--- src/rtl/fdseq_pkg.sv ---
// Shared types and defaults for the frequency-divider sequencer.
// Optional build macro used by this slice: FDSEQ_PASS_CNT_EN.
package fdseq_pkg;

    localparam int DEF_DEPTH = 8;
    localparam int DEF_SW_W  = 3;
    localparam int DEF_DUR_W = 8;

    typedef enum logic [1:0] {
        IDLE = 2'd0,
        LOAD = 2'd1,
        RUN  = 2'd2,
        DONE = 2'd3
    } fdseq_state_e;

    // One table entry at the default widths.
    typedef struct packed {
        logic [DEF_SW_W-1:0]  sw;
        logic                 hl;
        logic [DEF_DUR_W-1:0] dur;
    } fdseq_entry_t;

    // Saturating 8-bit increment.
    function automatic logic [7:0] sat_inc8(input logic [7:0] v);
        return (v == 8'hFF) ? v : v + 8'd1;
    endfunction

endpackage

--- src/rtl/fdseq_table.sv ---
// DEPTH-entry table of divider settings: gated synchronous write,
// asynchronous read, asynchronous active-low clear.
module fdseq_table
    import fdseq_pkg::*;
#(
    parameter  int DEPTH = DEF_DEPTH,
    parameter  int SW_W  = DEF_SW_W,
    parameter  int DUR_W = DEF_DUR_W,
    localparam int AW    = $clog2(DEPTH)
) (
    input  logic             clk,
    input  logic             rst,
    input  logic             write_allow,
    input  logic             wr_en,
    input  logic [AW-1:0]    wr_addr,
    input  logic [SW_W-1:0]  wr_sw,
    input  logic             wr_hl,
    input  logic [DUR_W-1:0] wr_dur,
    input  logic [AW-1:0]    rd_addr,
    output logic [SW_W-1:0]  rd_sw,
    output logic             rd_hl,
    output logic [DUR_W-1:0] rd_dur
);

    logic [SW_W-1:0]  sw_mem  [DEPTH];
    logic             hl_mem  [DEPTH];
    logic [DUR_W-1:0] dur_mem [DEPTH];

    // Store an entry when a write arrives while the sequencer is idle.
    always_ff @(posedge clk or negedge rst) begin
        if (!rst) begin
            for (int i = 0; i < DEPTH; i++) begin
                sw_mem[i]  <= '0;
                hl_mem[i]  <= 1'b0;
                dur_mem[i] <= '0;
            end
        end else if (wr_en && write_allow) begin
            sw_mem[wr_addr]  <= wr_sw;
            hl_mem[wr_addr]  <= wr_hl;
            dur_mem[wr_addr] <= wr_dur;
        end
    end

    assign rd_sw  = sw_mem[rd_addr];
    assign rd_hl  = hl_mem[rd_addr];
    assign rd_dur = dur_mem[rd_addr];

endmodule

--- src/rtl/freq_div_sequencer.sv ---
// Steps an external frequency divider through a table of settings.
// Each entry is loaded with a one-cycle div_init pulse and held for
// 'dur' divider carry-outs. Optional macro FDSEQ_PASS_CNT_EN adds a
// saturating count of completed passes through the table.
// Handshake: div_co is a single-cycle pulse, counted only in RUN;
// div_init and done are single-cycle pulses; all outputs are registered.
module freq_div_sequencer
    import fdseq_pkg::*;
#(
    parameter  int DEPTH = DEF_DEPTH,
    parameter  int SW_W  = DEF_SW_W,
    parameter  int DUR_W = DEF_DUR_W,
    localparam int AW    = $clog2(DEPTH),
    localparam int LW    = AW + 1
) (
    input  logic             clk,
    input  logic             rst,
    input  logic             wr_en,
    input  logic [AW-1:0]    wr_addr,
    input  logic [SW_W-1:0]  wr_sw,
    input  logic             wr_hl,
    input  logic [DUR_W-1:0] wr_dur,
    input  logic [LW-1:0]    len,
    input  logic             loop,
    input  logic             start,
    input  logic             stop,
    input  logic             div_co,
    output logic             div_init,
    output logic [SW_W-1:0]  div_sw,
    output logic             div_hl,
    output logic             tick_out,
    output logic [AW-1:0]    step_idx,
    output logic             busy,
    output logic             done,
    output fdseq_state_e     state_dbg
`ifdef FDSEQ_PASS_CNT_EN
    ,
    output logic [7:0]       pass_cnt
`endif
);

    fdseq_state_e     state, state_n;
    logic [AW-1:0]    step_idx_n, rd_addr;
    logic [LW-1:0]    len_q, len_q_n;
    logic             loop_q, loop_q_n;
    logic [DUR_W-1:0] dur_cnt, dur_cnt_n, dur_load;
    logic             div_init_n, div_hl_n, tick_n, busy_n, done_n;
    logic [SW_W-1:0]  div_sw_n;
    logic [SW_W-1:0]  rd_sw;
    logic             rd_hl;
    logic [DUR_W-1:0] rd_dur;
    logic             last_entry;
`ifdef FDSEQ_PASS_CNT_EN
    logic [7:0]       pass_n;
`endif

    fdseq_table #(.DEPTH(DEPTH), .SW_W(SW_W), .DUR_W(DUR_W)) u_table (
        .clk        (clk),
        .rst        (rst),
        .write_allow(!busy),
        .wr_en      (wr_en),
        .wr_addr    (wr_addr),
        .wr_sw      (wr_sw),
        .wr_hl      (wr_hl),
        .wr_dur     (wr_dur),
        .rd_addr    (rd_addr),
        .rd_sw      (rd_sw),
        .rd_hl      (rd_hl),
        .rd_dur     (rd_dur)
    );

    // Entry to load next: the following one in RUN, otherwise entry 0.
    assign last_entry = ({1'b0, step_idx} + LW'(1)) >= len_q;
    assign rd_addr    = (state == RUN && !last_entry) ? step_idx + AW'(1) : '0;
    assign dur_load   = (rd_dur == '0) ? DUR_W'(1) : rd_dur;
    assign state_dbg  = state;

    // Next-state and next-output decode.
    always_comb begin
        state_n    = state;
        step_idx_n = step_idx;
        len_q_n    = len_q;
        loop_q_n   = loop_q;
        dur_cnt_n  = dur_cnt;
        div_init_n = 1'b0;
        div_sw_n   = div_sw;
        div_hl_n   = div_hl;
        tick_n     = 1'b0;
        busy_n     = busy;
        done_n     = 1'b0;
`ifdef FDSEQ_PASS_CNT_EN
        pass_n     = pass_cnt;
`endif
        case (state)
            IDLE: begin
                busy_n = 1'b0;
                if (start) begin
`ifdef FDSEQ_PASS_CNT_EN
                    pass_n = '0;
`endif
                    if (len != '0) begin
                        len_q_n    = (len > LW'(DEPTH)) ? LW'(DEPTH) : len;
                        loop_q_n   = loop;
                        step_idx_n = '0;
                        div_init_n = 1'b1;
                        div_sw_n   = rd_sw;
                        div_hl_n   = rd_hl;
                        dur_cnt_n  = dur_load;
                        busy_n     = 1'b1;
                        state_n    = LOAD;
                    end else begin
                        done_n  = 1'b1;
                        state_n = DONE;
                    end
                end
            end
            LOAD: begin
                if (stop) begin
                    busy_n  = 1'b0;
                    state_n = IDLE;
                end else begin
                    state_n = RUN;
                end
            end
            RUN: begin
                if (stop) begin
                    busy_n  = 1'b0;
                    state_n = IDLE;
                end else if (div_co) begin
                    tick_n    = 1'b1;
                    dur_cnt_n = dur_cnt - DUR_W'(1);
                    if (dur_cnt <= DUR_W'(1)) begin
                        if (!last_entry || loop_q) begin
                            step_idx_n = rd_addr;
                            div_init_n = 1'b1;
                            div_sw_n   = rd_sw;
                            div_hl_n   = rd_hl;
                            dur_cnt_n  = dur_load;
                            state_n    = LOAD;
`ifdef FDSEQ_PASS_CNT_EN
                            if (last_entry) pass_n = sat_inc8(pass_cnt);
`endif
                        end else begin
                            done_n  = 1'b1;
                            busy_n  = 1'b0;
                            state_n = DONE;
`ifdef FDSEQ_PASS_CNT_EN
                            pass_n  = sat_inc8(pass_cnt);
`endif
                        end
                    end
                end
            end
            DONE: begin
                busy_n  = 1'b0;
                state_n = IDLE;
            end
            default: state_n = IDLE;
        endcase
    end

    // State and registered outputs.
    always_ff @(posedge clk or negedge rst) begin
        if (!rst) begin
            state    <= IDLE;
            step_idx <= '0;
            len_q    <= '0;
            loop_q   <= 1'b0;
            dur_cnt  <= '0;
            div_init <= 1'b0;
            div_sw   <= '0;
            div_hl   <= 1'b0;
            tick_out <= 1'b0;
            busy     <= 1'b0;
            done     <= 1'b0;
`ifdef FDSEQ_PASS_CNT_EN
            pass_cnt <= '0;
`endif
        end else begin
            state    <= state_n;
            step_idx <= step_idx_n;
            len_q    <= len_q_n;
            loop_q   <= loop_q_n;
            dur_cnt  <= dur_cnt_n;
            div_init <= div_init_n;
            div_sw   <= div_sw_n;
            div_hl   <= div_hl_n;
            tick_out <= tick_n;
            busy     <= busy_n;
            done     <= done_n;
`ifdef FDSEQ_PASS_CNT_EN
            pass_cnt <= pass_n;
`endif
        end
    end

endmodule

--- config.mk ---
export PLATFORM = sky130hd
export DESIGN_NAME = freq_div_sequencer
export DESIGN_NICKNAME = d
export VERILOG_FILES = /design/src/rtl/fdseq_pkg.sv /design/src/rtl/fdseq_table.sv /design/src/rtl/freq_div_sequencer.sv
export SDC_FILE = /design/constraint.sdc
export NUM_CORES = 1
export LEC_CHECK = 0
export CORE_AREA = 2 2 119 121
export CTS_CLUSTER_SIZE = 8
export DETAILED_ROUTE_END_ITERATION = 12
export DIE_AREA = 0 0 121 123
export SLEW_MARGIN = 20
export SYNTH_ARGS = -nofsm -noshare
export SYNTH_HDL_FRONTEND = slang
export SYNTH_HIERARCHICAL = 1
export SYNTH_SLANG_ARGS = --single-unit
--- constraint.sdc ---
create_clock -name clk -period 4 [get_ports clk]
set_input_delay 0.8 -clock clk [delete_from_list [all_inputs] [get_ports clk]]
set_output_delay 0.8 -clock clk [all_outputs]
set_load 0.01 [all_outputs]
==> results.sh <==
export IMPL_hp_class="in2async"
export IMPL_cts_buffers=17
export IMPL_placed_cell_area_mm2=0.00657
export IMPL_regArea_mm2=0.00305
export IMPL_wl_per_cell_um=19.4
export IMPL_area_growth_pct=20.8
export IMPL_synth_top_family_by_area="multiplexers"
export IMPL_critPathMaxFanout=24
export IMPL_grt_pass1_vias=3792
export IMPL_synth_cell_types=54
export IMPL_seq_area_frac_synth_pct=51.3
export IMPL_cpMaxStageDelayCell="mux4_1"
export IMPL_critPathTopFamily="multiplexers"
export IMPL_critPathKind="reg2reg"
export IMPL_finalCriticalPeriod_ps=3710
export IMPL_worstSetupEndpointType="flip-flop"
export IMPL_maxSlewViolCount=0
export IMPL_yosysWarningCount=6
export IMPL_hold_violations=0
export IMPL_grt_overflow=0
export IMPL_htree_levels=4
export IMPL_crit_path_start_kind="flip-flop"
export IMPL_die_y_um=123
export IMPL_num_rows=43
export IMPL_cts_hold_fix_buffers=0
export IMPL_multi_input_area_mm2=0.00276
export IMPL_cts_setup_buffers=0
export IMPL_rsz0062_at_grt="no"
export IMPL_maxCapViolations=0
export IMPL_path_clk_slew_ps=50
export IMPL_tritoncts="done"
export IMPL_fillers=1139
export IMPL_required_ps=4320
export IMPL_ir_drop_mv=0.348
export IMPL_netlist_instances=412
export IMPL_dp_hpwl_um=8130
export IMPL_max_freq_mhz=269
export IMPL_final_min_period_over_clock_period_pct=92.8
export IMPL_firstDrtPassIters=4
export IMPL_drc_errors=0
export IMPL_synth_mux_area_share_pct=32.1
export IMPL_final_nets=496
export IMPL_cp_num_buf_inv=1
export IMPL_synth_compound_area_share_pct=5.38
export IMPL_gp_congestion=0.809
export IMPL_synth_top_flop_cell="dfrtp_1"
export IMPL_status="finished, final reports clean"
export IMPL_antennaDiodeCount=0
export IMPL_slew_headroom_pct=48.7
export IMPL_cts_resized=0
export IMPL_drt_initial_drc_count=195
export IMPL_drive_gt1_share_pct=35.9
export IMPL_synth_fp_nets=445
export IMPL_clk_path_buf_depth=2
export IMPL_p_leak_nw=3.00
export IMPL_grt_pass1_wl_um=20500
export IMPL_cpPeakStageDelay_ps=570
export IMPL_start_util_pct=43.7
export IMPL_synth_edf_count=0
export IMPL_syn_area_per_cell_um2=14.5
export IMPL_synth_xor_area_share_pct=0.441
export IMPL_synth_seq_cells=122
export IMPL_cts_root_buf="clkbuf_16"
export IMPL_synth_area_mm2=0.00595
export IMPL_routed_wl_um=12700
export IMPL_fin_setup_tns_ps=0
export IMPL_io_pins=39
export IMPL_finish_instance_area_mm2=0.00719
export IMPL_finalSetupViolations=0
export IMPL_fp_coreArea_mm2=0.0136
export IMPL_crit_path_cell_trace="ha_1 > xor2_1 > ha_1 > o21a_1 > nor2_2 > o21ai_0 > nor2_2 > buf_12 > mux4_1 > mux2_2 > nor4_1 > a21oi_1 > a311oi_1"
export IMPL_die_x_um=121
export IMPL_dieArea_mm2=0.0149
export IMPL_grt_usage_pct=18.5
export IMPL_clock_skew_ps=4.80
export IMPL_grt_max_degree=77
export IMPL_clk_insertion_delay_late_ps=410
export IMPL_dp_cells=624
export IMPL_clock_sinks=122
export IMPL_tightest_slew_ps=770
export IMPL_vias=3589
export IMPL_worst_ep_arrival_time_ps=4030
export IMPL_powerDensity_mw_per_mm2=653
export IMPL_viasPerCell=5.49
export IMPL_yosys_area_share_simple_pct=6.56
export IMPL_antenna_found_initial=0
export IMPL_postRouteAntennaNets=0
export IMPL_final_cell_count_no_fill=654
export IMPL_synthAdderAreaFrac_pct=1.47
export IMPL_io_buffer_count=38
export IMPL_async_flop_share_pct=100
export IMPL_ff2ff_setup_slack_ps=290
registers in the layout, indices dropped and copies added (netlist names):
| name | flops |
|---|---|
| div_sw | 3 |
| u_table/sw_mem | 24 |
| busy | 1 |
| loop_q | 1 |
| done | 1 |
| u_table/dur_mem | 64 |
| dur_cnt | 8 |
| tick_out | 1 |
| div_init | 1 |
| step_idx | 3 |
| state_dbg | 2 |
| u_table/hl_mem | 8 |
| div_hl | 1 |
| len_q | 4 |
final timing paths:
check	startpoint	end	cells past startpoint
max in group asynchronous	rst	step_idx[0]	2
worst max-delay path	step_idx[0]	dur_cnt[0]	13
worst min register to register	div_sw[1]	div_sw[1]	1
worst min-delay path	rst	len_q[3]	1
min in group clk	div_sw[1]	div_sw[1]	1
worst max register to register	step_idx[0]	dur_cnt[0]	13
synth_stat cells, types with 4 or more instances:
library cell | instances | area [um2]
ha_1 | 7 | 87.6
dfrtp_1 | 122 | 3050
mux2_1 | 5 | 56.3
a21oi_1 | 7 | 35.0
nand2b_1 | 9 | 56.3
o21ai_0 | 7 | 35.0
buf_2 | 10 | 50.1
inv_1 | 11 | 41.3
o211ai_1 | 5 | 37.5
nor3_1 | 6 | 30.0
buf_6 | 5 | 56.3
nor2_1 | 17 | 63.8
mux4_1 | 21 | 552
nand3b_1 | 4 | 30.0
nand2_1 | 12 | 45.0
mux2_2 | 110 | 1240
worst reg2reg max path: stages (launching register included):
cell and delay [ps]:
dfrtp_2 440, ha_1 250, xor2_1 160, ha_1 320
o21a_1 200, nor2_2 140, o21ai_0 150, nor2_2 160
buf_12 220, mux4_1 590, mux2_2 300, nor4_1 300
a21oi_1 110, a311oi_1 260
logic make-up (layout without fill, tap and decap cells):
group	Yosys count	in the layout
simple gates	70	70
compound gates	41	41
xor+xnor	3	3
mux	139	139
buf+inv	30	92
fa+ha+maj	7	7
flops	122	122
per-stage QoR:
stage | utilization, % | hold WS [ps] | power [W] | setup slack, ps
detailed placement | 48.3 | 481 | 0.00317 | 191
global route | 52.8 | 445 | 0.00496 | 37.7
finish | 52.8 | 403 | 0.00470 | 288
global placement | 48.3 | 472 | 0.00310 | 268
CTS | 52.7 | 419 | 0.00473 | 158
floorplan | - | 450 | 0.00278 | 371
placed cells by master, fill, tap and decap left out, types with 6 or more instances in the layout:
cell type / netlist / layout
dfrtp_1: 122 / 121
mux2_2: 110 / 110
clkdlybuf4s50_1: 0 / 37
mux4_1: 21 / 21
clkbuf_16: 0 / 17
nor2_1: 17 / 15
nand2_1: 12 / 12
inv_1: 11 / 11
buf_4: 0 / 10
nand2b_1: 9 / 9
o21ai_0: 7 / 7
a21oi_1: 7 / 7
ha_1: 7 / 7
nor3_1: 6 / 6
where the power goes:
part	switching, W	internal (W)
clock network	0.000511	0.00103
logic	0.000477	0.000737
registers	0.000251	0.00169
total	0.00124	0.00346
layer usage:
| metal | vias up | GRT usage, % | wire length (um) |
|---|---|---|---|
| li1 | 1660 | - | - |
| met1 | 1860 | 23.7 | 5810 |
| met2 | 51 | 30.8 | 6320 |
| met3 | 18 | 4.11 | 359 |
| met4 | 0 | 7.27 | 229 |
| met5 | - | 0 | 0 |
cell type report:
class	count	area share [%]
Multi-Input combinational cell	260	38.4
Clock buffer	22	6.73
Tap cell	180	3.13
Sequential cell	122	42.5
Inverter	12	0.626
Clock inverter	8	1.64
Timing Repair Buffer	50	7.03
Power figures use the tool's default switching activity.
